--- src/rtl/pipe_stage_reg.sv ---
// Inter-stage pipeline register with valid/ready handshake, optional skid entry,
// flush/stall/bubble control and a saturating backpressure counter.
module pipe_stage_reg #(
  parameter int unsigned          DATA_W    = 32,
  parameter logic [DATA_W-1:0]    NOP_VALUE = DATA_W'(32'h0000_0013),
  parameter bit                   SKID      = 1'b1,
  parameter int unsigned          CNT_W     = 16
) (
  input  logic              clk_i,
  input  logic              rst,
  input  logic              flush_i,
  input  logic              stall_i,
  input  logic              bubble_i,
  input  logic              in_valid_i,
  output logic              in_ready_o,
  input  logic [DATA_W-1:0] in_data_i,
  output logic              out_valid_o,
  input  logic              out_ready_i,
  output logic [DATA_W-1:0] out_data_o,
  output logic [1:0]        occupancy_o,
  output logic [CNT_W-1:0]  bp_cnt_o
);

  logic              m_valid;
  logic [DATA_W-1:0] m_data;
  logic              s_valid;
  logic [DATA_W-1:0] s_data;
  logic              room;
  logic              acc;
  logic              drn;

  // With a skid entry, readiness only looks at registered state, cutting the
  // combinational out_ready_i -> in_ready_o path.
  assign room        = SKID ? ~s_valid : (~m_valid | out_ready_i);
  assign in_ready_o  = ~stall_i & ~flush_i & ~bubble_i & room;
  assign out_valid_o = m_valid & ~stall_i & ~flush_i;
  assign acc         = in_valid_i & in_ready_o;
  assign drn         = out_valid_o & out_ready_i;
  assign out_data_o  = m_data;
  assign occupancy_o = 2'(m_valid) + 2'(s_valid);

  // Stall needs no branch of its own: it forces acc and drn low, so every
  // entry simply holds.
  always_ff @(posedge clk_i) begin
    // NOTE: payload registers are reset too, so an empty stage drives NOP_VALUE
    // rather than stale or X data into the next stage.
    if (rst) begin
      m_valid <= 1'b0;
      m_data  <= NOP_VALUE;
      s_valid <= 1'b0;
      s_data  <= NOP_VALUE;
    end else if (flush_i) begin
      m_valid <= 1'b0;
      m_data  <= NOP_VALUE;
      s_valid <= 1'b0;
      s_data  <= NOP_VALUE;
    end else if (SKID) begin
      if (drn && s_valid) begin
        // In-ready is low while S is full, so no accept competes here.
        m_valid <= 1'b1;
        m_data  <= s_data;
        s_valid <= 1'b0;
        s_data  <= NOP_VALUE;
      end else if (acc && (!m_valid || drn)) begin
        m_valid <= 1'b1;
        m_data  <= in_data_i;
      end else if (acc) begin
        s_valid <= 1'b1;
        s_data  <= in_data_i;
      end else if (drn) begin
        m_valid <= 1'b0;
        m_data  <= NOP_VALUE;
      end
    end else begin
      if (acc) begin
        m_valid <= 1'b1;
        m_data  <= in_data_i;
      end else if (drn) begin
        m_valid <= 1'b0;
        m_data  <= NOP_VALUE;
      end
    end
  end

  // Counts stalled-by-downstream cycles; flush never reaches it because
  // out_valid_o is masked during the flush cycle.
  always_ff @(posedge clk_i) begin
    if (rst) begin
      bp_cnt_o <= '0;
    end else if (out_valid_o && !out_ready_i && (bp_cnt_o != '1)) begin
      bp_cnt_o <= bp_cnt_o + CNT_W'(1);
    end
  end

endmodule
--- config.mk ---
export PLATFORM = sky130hd
export DESIGN_NAME = pipe_stage_reg
export DESIGN_NICKNAME = d
export VERILOG_FILES = /design/src/rtl/pipe_stage_reg.sv
export SDC_FILE = /design/constraint.sdc
export NUM_CORES = 1
export LEC_CHECK = 0
export ABC_AREA = 1
export CORE_ASPECT_RATIO = 1.75
export CORE_MARGIN = 4
export CORE_UTILIZATION = 40
export CTS_CLUSTER_DIAMETER = 60
export DETAILED_ROUTE_END_ITERATION = 8
export GPL_TIMING_DRIVEN = 0
export PLACE_DENSITY = 0.77
export SLEW_MARGIN = 20
export SYNTH_ARGS = -nofsm -noshare
export SYNTH_HDL_FRONTEND = slang
export SYNTH_SLANG_ARGS = --single-unit
--- constraint.sdc ---
create_clock -name clk_i -period 1.6 [get_ports clk_i]
set_clock_uncertainty 0.05 [all_clocks]
set_input_delay 0.24 -clock clk_i [delete_from_list [all_inputs] [get_ports clk_i]]
set_output_delay 0.24 -clock clk_i [all_outputs]
set_load 0.05 [all_outputs]
==> impl_metrics.csv, run 1 <==
group,metric,value,unit
clock_tree,numCtsBuffers,9,
clock_tree,cts_tree,"yes",
die,die_h,134.6,um
job,cap_violations,0,
clock_tree,clk_latency,330,ps
synthesis,synth.avg_cell_area,7.281,um^2
timing,fin_setup_tns,0,ps
min_path,hold_start,"rst",
routing,drt-total-wl,10610,um
timing,fin_crit_sh,0.9717,
synthesis,syn_inst,503,
status,status,"completed",
setup_path,worst-path-buf-inv,1,
final_layout,fin_cells,738,
synthesis,syn-num-nets,544,
routing,ant_nets,0,
routing,drt_pre_antenna_iters,4,
die,ios,91,
routing,wire_per_inst,14.37,um
grt,antenna_found_initial,0,
clock_tree,htreeDepth,3,
setup_path,critPathMaxFanout,7,
timing,hold_violations,0,
die,coreArea,0.008979,mm^2
grt,grt_pass1_vias,3598,
grt,grt_max_degree,14,
setup_path,start_kind,"flip-flop",
clock_tree,clk_pin_slew,60,ps
synthesis,synth_seq_cells,82,
grt,grt.overflow.total,0,
setup_path,critPathMaxStageDelay,520,ps
timing,clock.fmax,0.6432,GHz
setup_path,crit_type,"flip-flop to primary output",
timing,fin_ws,45.22,ps
min_path,min_path_type,"input port to flip-flop",
placed_design,gp_congestion,0.9014,
clock_tree,cts-hold-fix-buffers,0,
synthesis,synth.distinct_cells,28,
pwr,vdd_drop_max,0.0006905,V
synthesis,synth_warnings,0,
setup_path,arrival,1260,ps
setup_path,cp-end-kind,"primary output",
placed_design,placed_cells,712,
final_layout,layout.nets,654,
timing,relSlewSlack,0.6402,
final_layout,final_common_cell,"nand2_1",
setup_path,crit_required,1310,ps
routing,drc,0,
die,die-area,0.01081,mm^2
pwr,leakagePower,2.197,nW
timing,worstMarginPinSlew,541.8,ps
timing,slew_violations,0,
synthesis,syn_area,0.003662,mm^2
setup_path,crit_family,"buffers and inverters",
grt,grt_pass1_wl,16440,um
synthesis,synth_top_area_share,0.4482,
die,start_util,0.4079,
setup_path,startpoint,"bp_cnt_o[2]",
placed_design,dp_hpwl,7825,um
grt,grt_usage,0.1945,
final_layout,area_growth,40.35,%
die,die_w,80.33,um
placed_design,io_buffer_count,89,
setup_path,crit_chain,"clkdlybuf4s15_1",
setup_path,cpMaxStageDelayCell,"clkdlybuf4s15_1",
clock_tree,root_buffer,"clkbuf_16",
routing,drt_iter0_markers,194,
synthesis,synth.largest_area_cell,"dfxtp_1",
timing,min_period,1555,ps
synthesis,synth.top_cells.by_area,"dfxtp_1 (45%), nand2_1 (9.7%), a21oi_1 (9.3%)",
placed_design,pre_cts_ws,-597.4,ps
timing,finalSetupViolations,0,
routing,vias,3751,
synthesis,synth_seq_area_share,0.4482,
pwr,power.density,916.3,mW/mm^2
final_layout,diodes,0,
final_layout,layout_common_cells,"nand2_1 (95), nor2_1 (88), a21oi_1 (66)",
clock_tree,cts_buffer_depth,2,
final_layout,final_util,0.5725,
setup_path,reg2reg_from,"bp_cnt_o[1]",
routing,vias_per_cell,5.083,
final_layout,drive_gt1_frac,0.1699,
die,num_rows,46,
clock_tree,clock_sink_count,82,
[kinds of logic after synthesis]
kind of cell,Yosys count,share of synthesized area
simple gates,213,0.2450
fa+ha+maj,2,0.006832
buf+inv,54,0.07482
xor+xnor,7,0.01674
compound gates,145,0.2084
flops,82,0.4482
[repair_timing]
item                       4_1_cts  5_1_grt
cloned                           0        1
gates resized for setup         81       15
setup buffers                    3        6
pin swaps                        2        3
setup endpoints to repair      124       72
[metrics by stage]
stage / area (um^2) / hold WS, ps / total power, mW
floorplan: 3705 / 328.3 / 2.262
global placement: 4746 / 408.0 / 2.434
detailed placement: 4746 / 412.8 / 2.436
CTS: 5052 / 231.8 / 4.740
global route: 5140 / 266.8 / 4.857
finish: 5140 / 246.9 / 4.710
[power by group]
part           switching (mW)  total (mW)  internal [mW]
clock                   0.791        2.32           1.53
sequential            0.00756        2.06           2.05
combinational           0.186       0.328          0.142
[synth_stat cells]
cell type / n
xnor2_1: 5
o21ai_4: 1
inv_2: 7
dfxtp_1: 82
nand3_2: 2
clkinv_1: 1
nand2_4: 2
nor2_1: 89
nor3_1: 2
a21oi_1: 68
nand3_1: 11
buf_2: 15
nand2_2: 3
clkbuf_1: 4
nand4_1: 4
buf_4: 4
inv_1: 18
nor2_2: 2
nor2_4: 2
nor2_8: 1
a21oi_2: 6
xor2_1: 2
nand2_1: 95
ha_1: 2
o21ai_1: 16
o21ai_2: 1
o21ai_0: 53
buf_6: 5
[routing by layer]
metal  global-route usage  up-vias  wire length, um
met2               0.3695      117             5825
met5                    0        -                0
met4              0.09680        0              403
met3              0.03338       32              408
met1               0.1966     1736             3968
li1                     -     1866                -
[cell type report]
class                      count  area (um^2)
buffer                        28        198.9
clock inverter                 4        98.84
clock buffer                  12        236.5
timing repair buffer          99        888.4
fill                         881         3839
tap                          120        150.1
inverter                      26        97.59
sequential                    82         1669
multi-input combinational    367         1800
[worst reg2reg max path, delay by kind of cell, from the launching register on]
family / cells / cell delay (ps)
and+or+nand+nor: 3 / 270
buffers and inverters: 2 / 270
AOI/OAI and AO/OA: 2 / 330
DFF: 1 / 380
adders and majority gates: 1 / 160
[state kept, by name, indices dropped and copies added, names as in the netlist]
name,cells
out_data_o,32
bp_cnt_o,16
s_valid,1
s_data,32
m_valid,1
[path summary, 6_finish.rpt]
check | slack (ps) | endpoint | depth (start not counted)
hold / removal | 250 | bp_cnt_o[0] | 2
setup reg to reg | 60 | bp_cnt_o[9] | 8
setup / recovery | 50 | bp_cnt_o[2] | 1
hold reg to reg | 420 | out_data_o[1] | 2
Note: power is estimated with default switching activity, not from simulation.
==> inputs of run 2 (changes only) <==
CORE_MARGIN = 3   (was 4)
==> impl_metrics.csv, run 2 (same netlist as run 1, synthesis figures left out) <==
group,metric,value,unit
status,status,"completed",
pwr,power,4.347,mW
min_path,hold_start,"rst",
setup_path,reg2reg_depth,8,
clock_tree,clk_latency,340,ps
timing,fin_crit_sh,0.9773,
min_path,hold_path_depth,2,
final_layout,stdcell_area,0.005065,mm^2
min_path,min_path_type,"input port to flip-flop",
clock_tree,clock_sink_count,82,
pwr,power.density,858.2,mW/mm^2
timing,hold_slack,248.1,ps
die,num_rows,45,
setup_path,worstReg2RegEnd,"bp_cnt_o[13]",
routing,ant_nets,0,
placed_design,dp_hpwl,7522,um
die,die_w,78.33,um
grt,grt_use_met2,0.3726,
grt,met3_usage,0.04019,
job,cap_violations,0,
timing,clock.fmax,0.6395,GHz
final_layout,layout_common_cells,"nand2_1 (94), nor2_1 (86), a21oi_1 (68)",
die,coreArea,0.008783,mm^2
timing,hold_violations,0,
setup_path,reg2reg_from,"bp_cnt_o[0]",
final_layout,multi_input_area,0.001808,mm^2
placed_design,pre_cts_ws,-623.9,ps
setup_path,critPathMaxStageDelay,390,ps
final_layout,layout.nets,648,
setup_path,crit_type,"flip-flop to primary output",
placed_design,gp_congestion,0.8914,
clock_tree,htreeDepth,3,
die,die-area,0.01039,mm^2
routing,drt_pre_antenna_iters,5,
setup_path,ff2ff_setup_slack,90,ps
final_layout,fin_cells,729,
timing,fin_setup_tns,0,ps
grt,grt_usage,0.2006,
setup_path,critPathMaxFanout,5,
placed_design,placed_area,0.004742,mm^2
timing,fin_ws,36.37,ps
die,ios,91,
placed_design,placed_cells,709,
final_layout,final_util,0.5766,
setup_path,crit_required,1310,ps
placed_design,io_buffer_count,89,
final_layout,ff_latch_area,0.001674,mm^2
grt,grt.overflow.total,0,
final_layout,final_common_cell,"nand2_1",
timing,min_period,1564,ps
routing,wire_per_inst,14.29,um
timing,slew_violations,0,
final_layout,fill_cells,859,
pwr,vdd_drop_max,0.0007580,V
setup_path,crit_chain,"nand2_4 > inv_2 > clkdlybuf4s18_2",
clock_tree,numCtsBuffers,9,
grt,grt_pass1_vias,3681,
die,die_h,132.6,um
timing,finalSetupViolations,0,
clock_tree,root_buffer,"clkbuf_16",
routing,drt_iter0_markers,128,
grt,grt_use_met1,0.2113,
setup_path,start_kind,"flip-flop",
timing,worstMarginPinSlew,494.3,ps
setup_path,arrival,1270,ps
clock_tree,cts_tree,"yes",
final_layout,diodes,0,
pwr,leakagePower,2.137,nW
min_path,min_to,"bp_cnt_o[2]",
routing,vias_per_cell,5.129,
setup_path,startpoint,"m_valid",
routing,vias,3739,
final_layout,drive_gt1_frac,0.1699,
grt,grt_max_degree,16,
clock_tree,clk_pin_slew,60,ps
routing,drc,0,
timing,relSlewSlack,0.6705,
die,start_util,0.4170,
setup_path,cpMaxStageDelayCell,"dfxtp_4",
grt,grt_pass1_wl,16660,um
grt,top_usage_layer,"met2",
clock_tree,cts_buffer_depth,2,
final_layout,area_growth,38.30,%
grt,antenna_found_initial,0,
routing,drt-total-wl,10410,um
clock_tree,cts-hold-fix-buffers,0,
setup_path,cp-end-kind,"primary output",
==> run 2: cell type report <==
class / count / share of cell area
inverter: 26 / 0.01952
clock buffer: 10 / 0.04718
buffer: 26 / 0.03607
tap: 117 / 0.02890
timing repair buffer: 95 / 0.1709
multi-input combinational: 367 / 0.3570
sequential: 82 / 0.3305
clock inverter: 6 / 0.009881
==> run 2: how the worst max path moves through the flow <==
stage                     slack [ps]  cells past startpoint        endpoint
after CTS                          5                      7  out_data_o[19]
after floorplan                   40                      9    bp_cnt_o[11]
after global routing              -6                      8      s_data[23]
after detailed placement        -620                      5     out_valid_o
after global placement          -620                      5     out_valid_o
final                             40                      3     out_valid_o
==> run 2: routing by layer <==
layer  vias up  wire [um]
met2       126       5638
met5         -          0
met1      1732       4152
met3        20        381
li1       1861          -
met4         0        242
==> run 2: worst max-delay path, delay by kind of cell, from the launching register on <==
kind                   cells  cell delay (ps)
buffers and inverters      2              440
and+or+nand+nor            1              100
DFF                        1              390
==> run 2: timing repair <==
item,in CTS,in global routing
cloned,0,1
resized for setup,76,25
endpoints found under the hold margin,0,0
pin swaps,2,5
setup endpoints to repair,126,66
buffers inserted,2,3
==> run 2: report_power, final <==
| part | internal, mW | switching, mW | leakage (nW) | total [mW] |
|---|---|---|---|---|
| Clock | 1.11 | 0.856 | 0.141 | 1.97 |
| Sequential | 2.05 | 0.00784 | 0.672 | 2.06 |
| Combinational | 0.138 | 0.186 | 1.32 | 0.324 |
